<file path="src/rtl/dm_sba_bus_arbiter.sv">
// Round-robin arbiter sharing one system-bus request port among NUM_REQ requesters.
// Define DM_ARB_TIMEOUT_EN to add a response watchdog of TIMEOUT_CYCLES cycles in WAIT.
module dm_sba_bus_arbiter #(
  parameter int NUM_REQ        = 2,
  parameter int ADDR_WIDTH     = 64,
  parameter int DATA_WIDTH     = 64,
  parameter int TIMEOUT_CYCLES = 1024
) (
  input  logic                              aclk,
  input  logic                              aresetn,
  input  logic [NUM_REQ-1:0]                s_req,
  input  logic [NUM_REQ-1:0]                s_we,
  input  logic [NUM_REQ*ADDR_WIDTH-1:0]     s_addr,
  input  logic [NUM_REQ*DATA_WIDTH-1:0]     s_wdata,
  input  logic [NUM_REQ*(DATA_WIDTH/8)-1:0] s_be,
  output logic [NUM_REQ-1:0]                s_gnt,
  output logic [NUM_REQ-1:0]                s_rvalid,
  output logic [DATA_WIDTH-1:0]             s_rdata,
  output logic                              s_err,
  output logic                              m_req,
  output logic                              m_we,
  output logic [ADDR_WIDTH-1:0]             m_addr,
  output logic [DATA_WIDTH-1:0]             m_wdata,
  output logic [DATA_WIDTH/8-1:0]           m_be,
  input  logic                              m_gnt,
  input  logic                              m_rvalid,
  input  logic [DATA_WIDTH-1:0]             m_rdata,
  input  logic                              m_err,
  output logic                              busy
);

  localparam int BE_W   = DATA_WIDTH / 8;
  localparam int PTR_W  = $clog2(NUM_REQ);
  localparam int CAND_W = PTR_W + 1;
  localparam logic [NUM_REQ-1:0] ONE_HOT0 = NUM_REQ'(1);

  typedef enum logic [1:0] {
    IDLE  = 2'd0,
    ISSUE = 2'd1,
    WAIT  = 2'd2
  } state_e;

  state_e               state_q, state_d;
  logic [PTR_W-1:0]     rr_ptr_q, rr_ptr_d;
  logic [PTR_W-1:0]     owner_q, owner_d;
  logic                 we_q, we_d;
  logic [ADDR_WIDTH-1:0] addr_q, addr_d;
  logic [DATA_WIDTH-1:0] wdata_q, wdata_d;
  logic [BE_W-1:0]      be_q, be_d;
  logic [NUM_REQ-1:0]   rvalid_q, rvalid_d;
  logic [DATA_WIDTH-1:0] rdata_q, rdata_d;
  logic                 err_q, err_d;

  logic                 sel_found;
  logic [PTR_W-1:0]     sel_idx;
  logic [CAND_W-1:0]    cand;
  logic                 sel_we;
  logic [ADDR_WIDTH-1:0] sel_addr;
  logic [DATA_WIDTH-1:0] sel_wdata;
  logic [BE_W-1:0]      sel_be;

`ifdef DM_ARB_TIMEOUT_EN
  localparam int TMO_W = $clog2(TIMEOUT_CYCLES + 1);
  localparam logic [TMO_W-1:0] TMO_LAST = TMO_W'(TIMEOUT_CYCLES - 1);

  logic [TMO_W-1:0] tmo_q, tmo_d;
`else
  logic unused_timeout_cfg;
  assign unused_timeout_cfg = ^TIMEOUT_CYCLES;
`endif

  // Search upward from the last owner + 1, wrapping, so the previous winner has lowest priority.
  always_comb begin
    sel_found = 1'b0;
    sel_idx   = '0;
    cand      = '0;
    for (int k = 1; k <= NUM_REQ; k++) begin
      cand = {1'b0, rr_ptr_q} + CAND_W'(k);
      if (cand >= CAND_W'(NUM_REQ)) begin
        cand = cand - CAND_W'(NUM_REQ);
      end
      if (!sel_found && s_req[cand[PTR_W-1:0]]) begin
        sel_found = 1'b1;
        sel_idx   = cand[PTR_W-1:0];
      end
    end
  end

  always_comb begin
    sel_we    = 1'b0;
    sel_addr  = '0;
    sel_wdata = '0;
    sel_be    = '0;
    for (int i = 0; i < NUM_REQ; i++) begin
      if (sel_idx == PTR_W'(i)) begin
        sel_we    = s_we[i];
        sel_addr  = s_addr[i*ADDR_WIDTH +: ADDR_WIDTH];
        sel_wdata = s_wdata[i*DATA_WIDTH +: DATA_WIDTH];
        sel_be    = s_be[i*BE_W +: BE_W];
      end
    end
  end

  always_comb begin
    state_d  = state_q;
    rr_ptr_d = rr_ptr_q;
    owner_d  = owner_q;
    we_d     = we_q;
    addr_d   = addr_q;
    wdata_d  = wdata_q;
    be_d     = be_q;
    rvalid_d = '0;
    rdata_d  = rdata_q;
    err_d    = err_q;
    s_gnt    = '0;
    m_req    = 1'b0;
`ifdef DM_ARB_TIMEOUT_EN
    tmo_d    = tmo_q;
`endif
    unique case (state_q)
      IDLE: begin
        if (sel_found) begin
          s_gnt   = ONE_HOT0 << sel_idx;
          owner_d = sel_idx;
          we_d    = sel_we;
          addr_d  = sel_addr;
          wdata_d = sel_wdata;
          be_d    = sel_be;
          state_d = ISSUE;
        end
      end
      ISSUE: begin
        m_req = 1'b1;
        if (m_gnt) begin
          state_d = WAIT;
`ifdef DM_ARB_TIMEOUT_EN
          tmo_d   = '0;
`endif
        end
      end
      WAIT: begin
        // A real response takes priority over a watchdog expiry in the same cycle.
        if (m_rvalid) begin
          rvalid_d = ONE_HOT0 << owner_q;
          rdata_d  = m_rdata;
          err_d    = m_err;
          rr_ptr_d = owner_q;
          state_d  = IDLE;
        end
`ifdef DM_ARB_TIMEOUT_EN
        else if (tmo_q == TMO_LAST) begin
          rvalid_d = ONE_HOT0 << owner_q;
          rdata_d  = '0;
          err_d    = 1'b1;
          rr_ptr_d = owner_q;
          state_d  = IDLE;
        end else begin
          tmo_d = tmo_q + TMO_W'(1);
        end
`endif
      end
      default: state_d = IDLE;
    endcase
  end

  always_ff @(posedge aclk or negedge aresetn) begin
    if (!aresetn) begin
      state_q  <= IDLE;
      rr_ptr_q <= PTR_W'(NUM_REQ - 1);
      owner_q  <= '0;
      we_q     <= 1'b0;
      addr_q   <= '0;
      wdata_q  <= '0;
      be_q     <= '0;
      rvalid_q <= '0;
      rdata_q  <= '0;
      err_q    <= 1'b0;
`ifdef DM_ARB_TIMEOUT_EN
      tmo_q    <= '0;
`endif
    end else begin
      state_q  <= state_d;
      rr_ptr_q <= rr_ptr_d;
      owner_q  <= owner_d;
      we_q     <= we_d;
      addr_q   <= addr_d;
      wdata_q  <= wdata_d;
      be_q     <= be_d;
      rvalid_q <= rvalid_d;
      rdata_q  <= rdata_d;
      err_q    <= err_d;
`ifdef DM_ARB_TIMEOUT_EN
      tmo_q    <= tmo_d;
`endif
    end
  end

  assign s_rvalid = rvalid_q;
  assign s_rdata  = rdata_q;
  assign s_err    = err_q;
  assign m_we     = we_q;
  assign m_addr   = addr_q;
  assign m_wdata  = wdata_q;
  assign m_be     = be_q;
  assign busy     = (state_q != IDLE);

endmodule

</file>
<file path="config.mk">
export PLATFORM = sky130hd
export DESIGN_NAME = dm_sba_bus_arbiter
export DESIGN_NICKNAME = d
export VERILOG_FILES = /design/src/rtl/dm_sba_bus_arbiter.sv
export SDC_FILE = /design/constraint.sdc
export NUM_CORES = 1
export LEC_CHECK = 0
export BUFFER_PORTS_ARGS = -buffer_cell sky130_fd_sc_hd__buf_2
export CAP_MARGIN = 30
export CORE_AREA = 2 2 213 215
export CTS_CLUSTER_SIZE = 10
export DETAILED_ROUTE_END_ITERATION = 10
export DIE_AREA = 0 0 215 217
export PLACE_DENSITY = 0.44
export REMOVE_ABC_BUFFERS = 1
export SYNTH_ARGS = -nofsm -noshare
export SYNTH_HDL_FRONTEND = slang
export SYNTH_SLANG_ARGS = --single-unit
</file>
<file path="constraint.sdc">
create_clock -name aclk -period 4 [get_ports aclk]
set_input_delay 1 -clock aclk [delete_from_list [all_inputs] [get_ports aclk]]
set_output_delay 1 -clock aclk [all_outputs]
set_load 0.05 [all_outputs]
</file>
* Word-level counts from Yosys, hierarchy flattened
Index checks and enable logic that the tools add are counted.
** Cells by class
- $add $sub $neg :: 4
- $mul :: 0
- Div/mod/pow operators :: 0
- Order comparisons :: 4
- Equal/unequal tests :: 5
- Shift operators :: 2
- Muxes and demuxes :: 23
- Bitwise operators :: 0
- Reductions and logical operators :: 7
** Operator list (count)
- 64-bit 2-to-1 mux :: 2
- 2-bit 2-to-1 mux :: 7
- 1-bit 2-to-1 mux :: 12
- 8-bit 2-to-1 mux :: 1
- 2-bit inequality test (second input constant) :: 3
- 2-bit one-hot mux with 3 select lines :: 1
- 2-bit >= comparator (second input constant) :: 2
- 1-bit by 2-bit less-than comparator with 1-bit output (second input constant) :: 2
- 2-bit AND reduction :: 2
- 1-bit by 1-bit << shifter with 2-bit output (first input constant) :: 2
- 3-bit AND reduction :: 1
- 1-bit by 1-bit adder with 2-bit output (second input constant) :: 1
- 1-bit by 2-bit adder with 2-bit output (second input constant) :: 1
- 2-bit by 1-bit == test with 1-bit output (second input constant) :: 1
- 2-bit == test (second input constant) :: 1
- 2-bit zero test :: 1
- 2-bit nonzero test :: 1
- 1-bit subtractor (second input constant) :: 2
- 1-bit logical AND :: 1
- 1-bit zero test :: 1
** Word-level totals
- Register bits after elaboration :: 208
- Latch bits :: 0
- Bits in writable memories :: 0
- Memory bits (read-only) :: 0
- Bits of input ports :: 345
- Output and inout port bits :: 208
- Memories :: 0

* Depth between registers and ports, before layout
Gate-level depths: netlist of run 1.
- Depth in word-level cells :: 12
- Depth in mapped cells :: 6

* Worst setup path after synthesis of run 1
No wires, ideal clock.
- Kind :: input -> output
- Start :: in s_req[1]
- End :: out s_gnt[1]
- Arrival time :: 2.086 ns
- Slack :: 0.914 ns
- Stages :: 3
- Path buffers :: 1
- Cells stage by stage :: a21bo_2 clkbuf_1 nor2_1
** Between the ends
- Word-level cells in the longest chain between the ends :: 9
- Elaborated cells on any way between the ends :: 13
** Ends and longest elaborated chain
- start, declared :: line 11 : input logic [NUM_REQ-1:0] s_req,
- 1-bit 2-to-1 mux (implied by the code) (2 in series) :: line 82 : if (!sel_found && s_req[cand[PTR_W-1:0]]) begin
- 1-bit 2-to-1 mux :: line 82
- 1-bit zero test :: line 82
- 1-bit logical AND :: line 82
- 1-bit 2-to-1 mux :: line 82
- 1-bit by 1-bit << shifter with 2-bit output :: line 123 : s_gnt = ONE_HOT0 << sel_idx;
- 2-bit 2-to-1 mux * :: line 122 : if (sel_found) begin
- 2-bit 2-to-1 mux * :: line 120 : unique case (state_q)
- end, declared :: line 16 : output logic [NUM_REQ-1:0] s_gnt,
Every way passes the cells marked *; elsewhere a longest branch is shown, timed or not. The select of a mux whose other input is x is not followed.

* Final worst setup path of run 1
- Start :: reg state_q[1]
- End :: out s_gnt[1]
** Between the ends
- Word-level cells in the longest chain between the ends :: 2
** Ends and longest elaborated chain
- start, declared :: line 43 : state_e state_q, state_d;
- start signal, assigned :: line 182 : state_q <= state_d;
- 2-bit zero test :: line 120
- 2-bit 2-to-1 mux :: line 120
Every way passes these cells.

==> results of run 1 <==
-- cells in the final DEF, fill, tap and decap left out, drive strengths merged, types with 2 or more instances in the layout --
master / synthesis / final
buf: 38 / 573
dfrtp: 207 / 207
and3: 108 / 108
a221o: 107 / 107
mux2: 65 / 65
nand2: 61 / 61
clkbuf: 33 / 42
a21oi: 30 / 30
a31oi: 30 / 30
diode: 0 / 5
nor2: 5 / 5
inv: 3 / 4
nand2b: 2 / 2
clkinv: 0 / 2
-- routing by layer --
layer  vias to the layer above  global-route usage
met5                         -                   0
met4                         2              0.0510
met3                        59              0.0273
met2                       308               0.251
met1                      4013               0.186
li1                       3728                   -
-- flip-flops by register name (all words and copies together) (netlist names) --
register	flops
owner_q	1
s_rdata	64
m_wdata	64
m_addr	64
rr_ptr_q	1
m_we	1
m_be	8
state_q	2
s_err	1
s_rvalid	2
-- per-stage QoR --
stage / util / setup TNS, ps / instances / setup slack [ps]
after CTS: 0.291 / 0 / 1846 / 586
after global placement: 0.272 / 0 / 1799 / 951
after detailed placement: 0.272 / 0 / 1800 / 945
final: 0.292 / 0 / 1852 / 696
after floorplan: - / -306070 / 628 / -3010
after global routing: 0.291 / 0 / 1851 / 543
-- cells by family (layout without fill, tap and decap cells) --
family / after synthesis / count (layout) / synth area share
AOI/OAI and AO/OA: 173 / 173 / 0.167
buffers and inverters: 74 / 622 / 0.0398
DFF: 208 / 208 / 0.599
muxes: 65 / 65 / 0.0842
other: 0 / 5 / 0
and+or+nand+nor: 179 / 179 / 0.110
-- critical path: cells and delay by family, from the launching register on --
kind / cells / cell delay (ps)
DFF: 1 / 420
and+or+nand+nor: 2 / 370
buffers and inverters: 3 / 950
-- where the power goes --
part / internal, mW / switching (mW)
clock: 1.35 / 0.953
sequential: 3.16 / 0.603
combinational: 2.00 / 5.52
total: 6.51 / 7.08
-- path summary, 6_finish.rpt --
path / start / to / cells past startpoint
max in group asynchronous: aresetn / s_rdata[35] / 2
min in group asynchronous: aresetn / s_rdata[62] / 1
hold reg to reg: owner_q / s_rvalid[0] / 1
hold / removal: owner_q / s_rvalid[0] / 1
setup / recovery: state_q[1] / s_gnt[1] / 5
setup reg to reg: state_q[1] / m_addr[6] / 5
-- area by class of cell --
type | count | area (um2)
inverters | 3 | 11.3
well taps | 600 | 751
flip-flops and latches | 208 | 5210
repair buffers | 573 | 3060
multi-input cells | 417 | 3170
fillers | 4796 | 31700
clock buffers | 42 | 792
diodes | 5 | 12.5
clock inverters | 4 | 26.3
==> flow_metrics.tcl, run 1 <==
set metrics [dict create \
    grt_max_degree 94 \
    synth-seq-cells 208 \
    routedWlPerCell_um 19.3 \
    die_w_um 215 \
    routed-wl-met3_um 2260 \
    setup_viol 0 \
    synth-warning-count 0 \
    first_global_vias 8567 \
    yosysUniqueCellTypes 26 \
    end_kind "output pin" \
    drt-total-wl_um 35700 \
    dieArea_mm2 0.0467 \
    status "completed" \
    grt_first_pass_wirelength_um 53600 \
    ys_seq_area_frac 0.599 \
    crit_type "reg -> out" \
    fmax_mhz 303 \
    wl_met2_um 17500 \
    area_delta_synth_final_pct 49.8 \
    synth_commonest_cells "dfrtp_1, and3_1, a221o_1, mux2_2, nand2_1" \
    cpPeakStageDelay_ps 500 \
    synth_area_per_cell_um2 12.4 \
    crit_slowest_cell "buf_4" \
    pin_count 553 \
    hold_viol_final 0 \
    min_period_ps 3300 \
    worstPathRequired_ps 3000 \
    top_layer "met5" \
    drtIter0Drc 409 \
    firstDrtPassIters 4 \
    cts_hold_buf 0 \
    synth-main-ff-cell "dfrtp_1" \
    hold_ws_ps 474 \
    synthesis.instances 699 \
    htree_levels 1 \
    core_mm2 0.0447 \
    relSlewSlack 0.419 \
    clockBufferDepth 3 \
    p_per_area_mw_per_mm2 1040 \
    dp_hpwl_um 25300 \
    post_cts_buffers 0 \
    synth_most_common_cell "dfrtp_1" \
    overflow 0 \
    drv_cap 0 \
    viasPerCell 4.38 \
    numCtsBuffers 27 \
    port_buffers 552 \
    regToRegSetupSlack_ps 1480 \
    start_util 0.195 \
    async_flop_share 1.00 \
    design_area_mm2 0.0130 \
    ys_top_cells_by_area "dfrtp_1, a221o_1, mux2_2, and3_1, nand2_1" \
    p_leak_nw 6.85 \
    finalCritPeriodShare 0.826 \
    num_rows 78 \
    cts_tree "done" \
    ant_nets 0 \
    clkTransAtPathRegs_ps 60 \
    finalNetCount 1575 \
    cts_num_sinks 208 \
    synth.top_cell.area_share 0.596 \
    worst_setup_path_start_kind "flop" \
    fp.dieH_um 217 \
    vias 8110 \
    vdd_ir_drop_max_mv 0.397 \
    arrival_ps 2300 \
    wl_met1_um 14900 \
    worstPathMaxFanout 52 \
    cts_root_buffer "clkbuf_16" \
    synth.cell_area_mm2 0.00870 \
    postPlaceCellArea_mm2 0.0122 \
    drc 0 \
    fin_skew_ps 15.7 \
    crit_path_cell_trace "nor2_4 > buf_4 > inv_1 > nor2_1 > buf_2" \
    power.total_mw 13.6 \
    rsz0062_at_grt "no" \
    drv_slew 0 \
    worst_slew_pin_slew_ps 872 \
    grt.total_usage 0.147 \
    post_cts_resized 0 \
    yosys.area.top_type "dfrtp_1" \
    hold_class "reg -> reg" \
    synth_edf_count 0 \
    routabilityCongestion 0.836 \
    clk_latency_ps 550 \
    drive_gt1_frac 0.546 \
    antenna_found_initial 6 \
]
No activity file was read; power rests on OpenSTA's default activity.
==> inputs of run 2 (changes only) <==
- PLACE_DENSITY: 0.44 -> 0.46
- clock period: 4 -> 2.9 ns (I/O delays scaled with it)
==> run 2 against run 1 <==
Final area shrank 0.85%. Flip-flop and latch count is the same. Die area unchanged. Total power is 36% higher. Sequential share of layout area increased by 0.34 points. Global-route usage is 0.50 points lower. Worst setup slack worse by 300 ps. Register-to-register slack got worse by 540 ps. Core utilization shrank 0.25 points. Via count up 0.39%. First-iteration DRC count is 7.8% higher.
==> flow_metrics.tcl, run 2 (same netlist as run 1, synthesis figures left out) <==
set metrics [dict create \
    worstPathMaxFanout 4 \
    hold_viol_final 0 \
    antenna_found_initial 4 \
    post_cts_buffers 0 \
    drc 0 \
    cts_num_sinks 208 \
    grt_first_pass_wirelength_um 51900 \
    fin_skew_ps 13.4 \
    clkTransAtPathRegs_ps 60 \
    clk_latency_ps 530 \
    relSlewSlack 0.416 \
    finalCritPeriodShare 0.864 \
    dieArea_mm2 0.0467 \
    worst_slew_pin_slew_ps 876 \
    crit_slowest_cell "dfstp_2" \
    place_ws_ps 629 \
    post_cts_resized 0 \
    power.total_mw 18.5 \
    firstDrtPassIters 4 \
    core_mm2 0.0447 \
    port_buffers 552 \
    path_buf_inv 1 \
    routabilityCongestion 0.838 \
    status "completed" \
    fp.dieH_um 217 \
    crit_family "flip-flops" \
    worstPathRequired_ps 2170 \
    r2r_cells 5 \
    finalNetCount 1571 \
    vdd_ir_drop_max_mv 0.632 \
    die_w_um 215 \
    drt-total-wl_um 34700 \
    drtIter0Drc 441 \
    area_delta_synth_final_pct 48.5 \
    vias 8142 \
    r2r-end "m_addr[48]" \
    routedWlPerCell_um 18.8 \
    r2r_start "state_q[1]" \
    mostFrequentLayoutCell "buf_2" \
    pin_count 553 \
    cpPeakStageDelay_ps 580 \
    postLayoutCoreUtil 0.289 \
    clockBufferDepth 3 \
    postPlaceCellArea_mm2 0.0121 \
    design_area_mm2 0.0129 \
    end_kind "output pin" \
    drive_gt1_frac 0.543 \
    viasPerCell 4.42 \
    first_global_vias 8343 \
    min_period_ps 2500 \
    worst_setup_path_start_kind "flop" \
    setup_viol 0 \
    p_leak_nw 6.80 \
    worst_slack_ps 396 \
    ant_nets 0 \
    cts_hold_buf 0 \
    arrival_ps 1780 \
    cts_root_buffer "clkbuf_16" \
    num_rows 78 \
    start_util 0.195 \
    hold_class "in -> async" \
    final_cell_mix "buf_2, dfrtp_1, and3_1, a221o_1, mux2_2" \
    overflow 0 \
    htree_levels 1 \
    cp.depth 3 \
    drv_slew 0 \
    grt_max_degree 108 \
    crit_type "reg -> out" \
    p_per_area_mw_per_mm2 1440 \
    crit_path_cell_trace "nand2b_1 > and3_4 > buf_2" \
    rsz0062_at_grt "no" \
    grt.total_usage 0.142 \
    fin_tns_setup_ps 0 \
    cts_tree "done" \
    numCtsBuffers 26 \
    drv_cap 0 \
    fmax_mhz 399 \
    dp_hpwl_um 25200 \
    regToRegSetupSlack_ps 940 \
]
run 2: where the power goes:
part | internal (mW) | switching (mW)
Sequential | 4.35 | 0.795
Clock | 1.85 | 1.23
Combinational | 2.71 | 7.60
run 2: layout make-up:
cell class	count	area [um2]
multi-input combinational	417	3170
clock inverter	1	5.00
inverter	3	11.3
clock buffer	44	800
timing repair buffer	570	2970
fill	4832	31800
sequential	208	5210
tap	600	751
antenna	1	2.50
run 2: per-stage QoR:
step                hold WS, ps  cells
floorplan                   403    628
global placement            416   1798
detailed placement          427   1798
CTS                        94.1   1843
global route                118   1844
finish                      109   1844
run 2: worst max path at each step:
stage / end / from
final: s_gnt[0] / rr_ptr_q
after detailed placement: m_wdata[29] / s_req[1]
after floorplan: s_gnt[0] / state_q[1]
after global placement: s_gnt[1] / s_req[1]
after global routing: s_gnt[0] / rr_ptr_q
after CTS: s_gnt[0] / rr_ptr_q
run 2: per-layer routing:
layer  global-route usage  part of all wire
met2                0.246              0.50
met5                    0           0.00026
met1                0.178              0.41
met4               0.0414             0.021
met3               0.0287             0.068
==> inputs of run 3 (changes only) <==
- PLACE_DENSITY: 0.46 -> 0.44
- clock period: 2.9 -> 3.05 ns (I/O delays scaled with it)
==> run 3 against run 2 <==
Worst setup slack worse by 41 ps. Via count is 0.14% lower. Core utilization grew 0.073 points. Critical path type unchanged.
==> flow_metrics.tcl, run 3 (same netlist as run 1, synthesis figures left out) <==
set metrics [dict create \
    status "completed" \
    fmax_mhz 371 \
    first_global_vias 8217 \
    worst_slew_pin_slew_ps 771 \
    grt.total_usage 0.142 \
    crit_path_cell_trace "nor2_4 > and3_4 > buf_2" \
    routedWlPerCell_um 19.0 \
    drv_cap 0 \
    clockBufferDepth 3 \
    hold_ws_ps 157 \
    worstPathMaxFanout 7 \
    finalCritPeriodShare 0.884 \
    start_util 0.195 \
    antenna_found_initial 4 \
    finalNetCount 1572 \
    clk_latency_ps 550 \
    drc 0 \
    routabilityCongestion 0.851 \
    fp.dieH_um 217 \
    vias 8131 \
    dieArea_mm2 0.0467 \
    dp.cells 1799 \
    crit_type "reg -> out" \
    cts_tree "done" \
    end_kind "output pin" \
    vdd_ir_drop_max_mv 0.522 \
    wl_met1_um 14800 \
    pin_count 553 \
    drive_gt1_frac 0.545 \
    firstDrtPassIters 7 \
    cts_num_sinks 208 \
    design_area_mm2 0.0130 \
    drtIter0Drc 553 \
    post_cts_buffers 0 \
    core_mm2 0.0447 \
    final_cell_mix "buf_2, dfrtp_1, and3_1, a221o_1, mux2_2" \
    numCtsBuffers 26 \
    num_rows 78 \
    fin_cells 1839 \
    p_per_area_mw_per_mm2 1370 \
    fin_tns_setup_ps 0 \
    cts_hold_buf 0 \
    overflow 0 \
    port_buffers 552 \
    postPlaceCellArea_mm2 0.0121 \
    mostFrequentLayoutCell "buf_2" \
    path_buf_inv 1 \
    htree_levels 1 \
    top_layer "met5" \
    routed-wl-met3_um 2380 \
    rsz0062_at_grt "no" \
    crit_slowest_cell "dfrtp_1" \
    min_period_ps 2700 \
    worstPathRequired_ps 2290 \
    fin_skew_ps 24.1 \
    worst_setup_path_start_kind "flop" \
    cts_root_buffer "clkbuf_16" \
    relSlewSlack 0.486 \
    drt-total-wl_um 35000 \
    post_cts_resized 0 \
    grt_max_degree 91 \
    die_w_um 215 \
    area_delta_synth_final_pct 48.9 \
    viasPerCell 4.42 \
    p_leak_nw 6.82 \
    wl_met2_um 17000 \
    arrival_ps 1930 \
    hold_class "in -> async" \
    fillCellCount 4791 \
    drv_slew 0 \
    power.total_mw 17.8 \
    dp_hpwl_um 25200 \
    ant_nets 0 \
    clkTransAtPathRegs_ps 60 \
    setup_viol 0 \
    grt_first_pass_wirelength_um 51700 \
    hold_viol_final 0 \
    crit_family "simple AND/OR/NAND/NOR gates" \
    cpPeakStageDelay_ps 420 \
]
[run 3: routing by layer]
layer	vias up	track usage
li1	3720	-
met1	4001	0.187
met5	-	0
met3	44	0.0274
met4	4	0.0386
met2	362	0.238
[run 3: where the power goes]
group / internal [mW] / switching, mW
Combinational: 2.63 / 7.24
Clock: 1.81 / 1.19
Sequential: 4.14 / 0.778
[run 3: path summary, 6_finish.rpt]
kind	startpoint	to	slack (ps)	cells after the start
min	aresetn	s_rdata[62]	160	1
max reg2reg	state_q[1]	m_wdata[41]	1140	4
min reg2reg	owner_q	s_rvalid[0]	440	1
min in group aclk	m_gnt	state_q[0]	430	2
max	state_q[1]	s_gnt[0]	350	3
max in group asynchronous	aresetn	m_wdata[47]	2130	2
[run 3: final cells by class]
type	instances	area, um2	share of cell area
Clock buffer	36	728	0.0562
Tap cell	600	751	0.0580
Clock inverter	3	76.3	0.00589
Multi-Input combinational cell	417	3170	0.245
Timing Repair Buffer	571	3000	0.232
Sequential cell	208	5210	0.402
Antenna cell	1	2.50	0.000193
Inverter	3	11.3	0.000869
[run 3: metrics by stage]
stage / util / worst slack, ps
finish: 0.290 / 355
global route: 0.290 / 211
CTS: 0.290 / 242
detailed placement: 0.272 / 684
global placement: 0.272 / 693
floorplan: - / -3730
[run 3: worst register-to-register path, cell delays in order, from the launching register on]
cell	delay (ps)
dfrtp_1	420
nor2_4	280
buf_4	620
and3_1	380
a221o_1	120
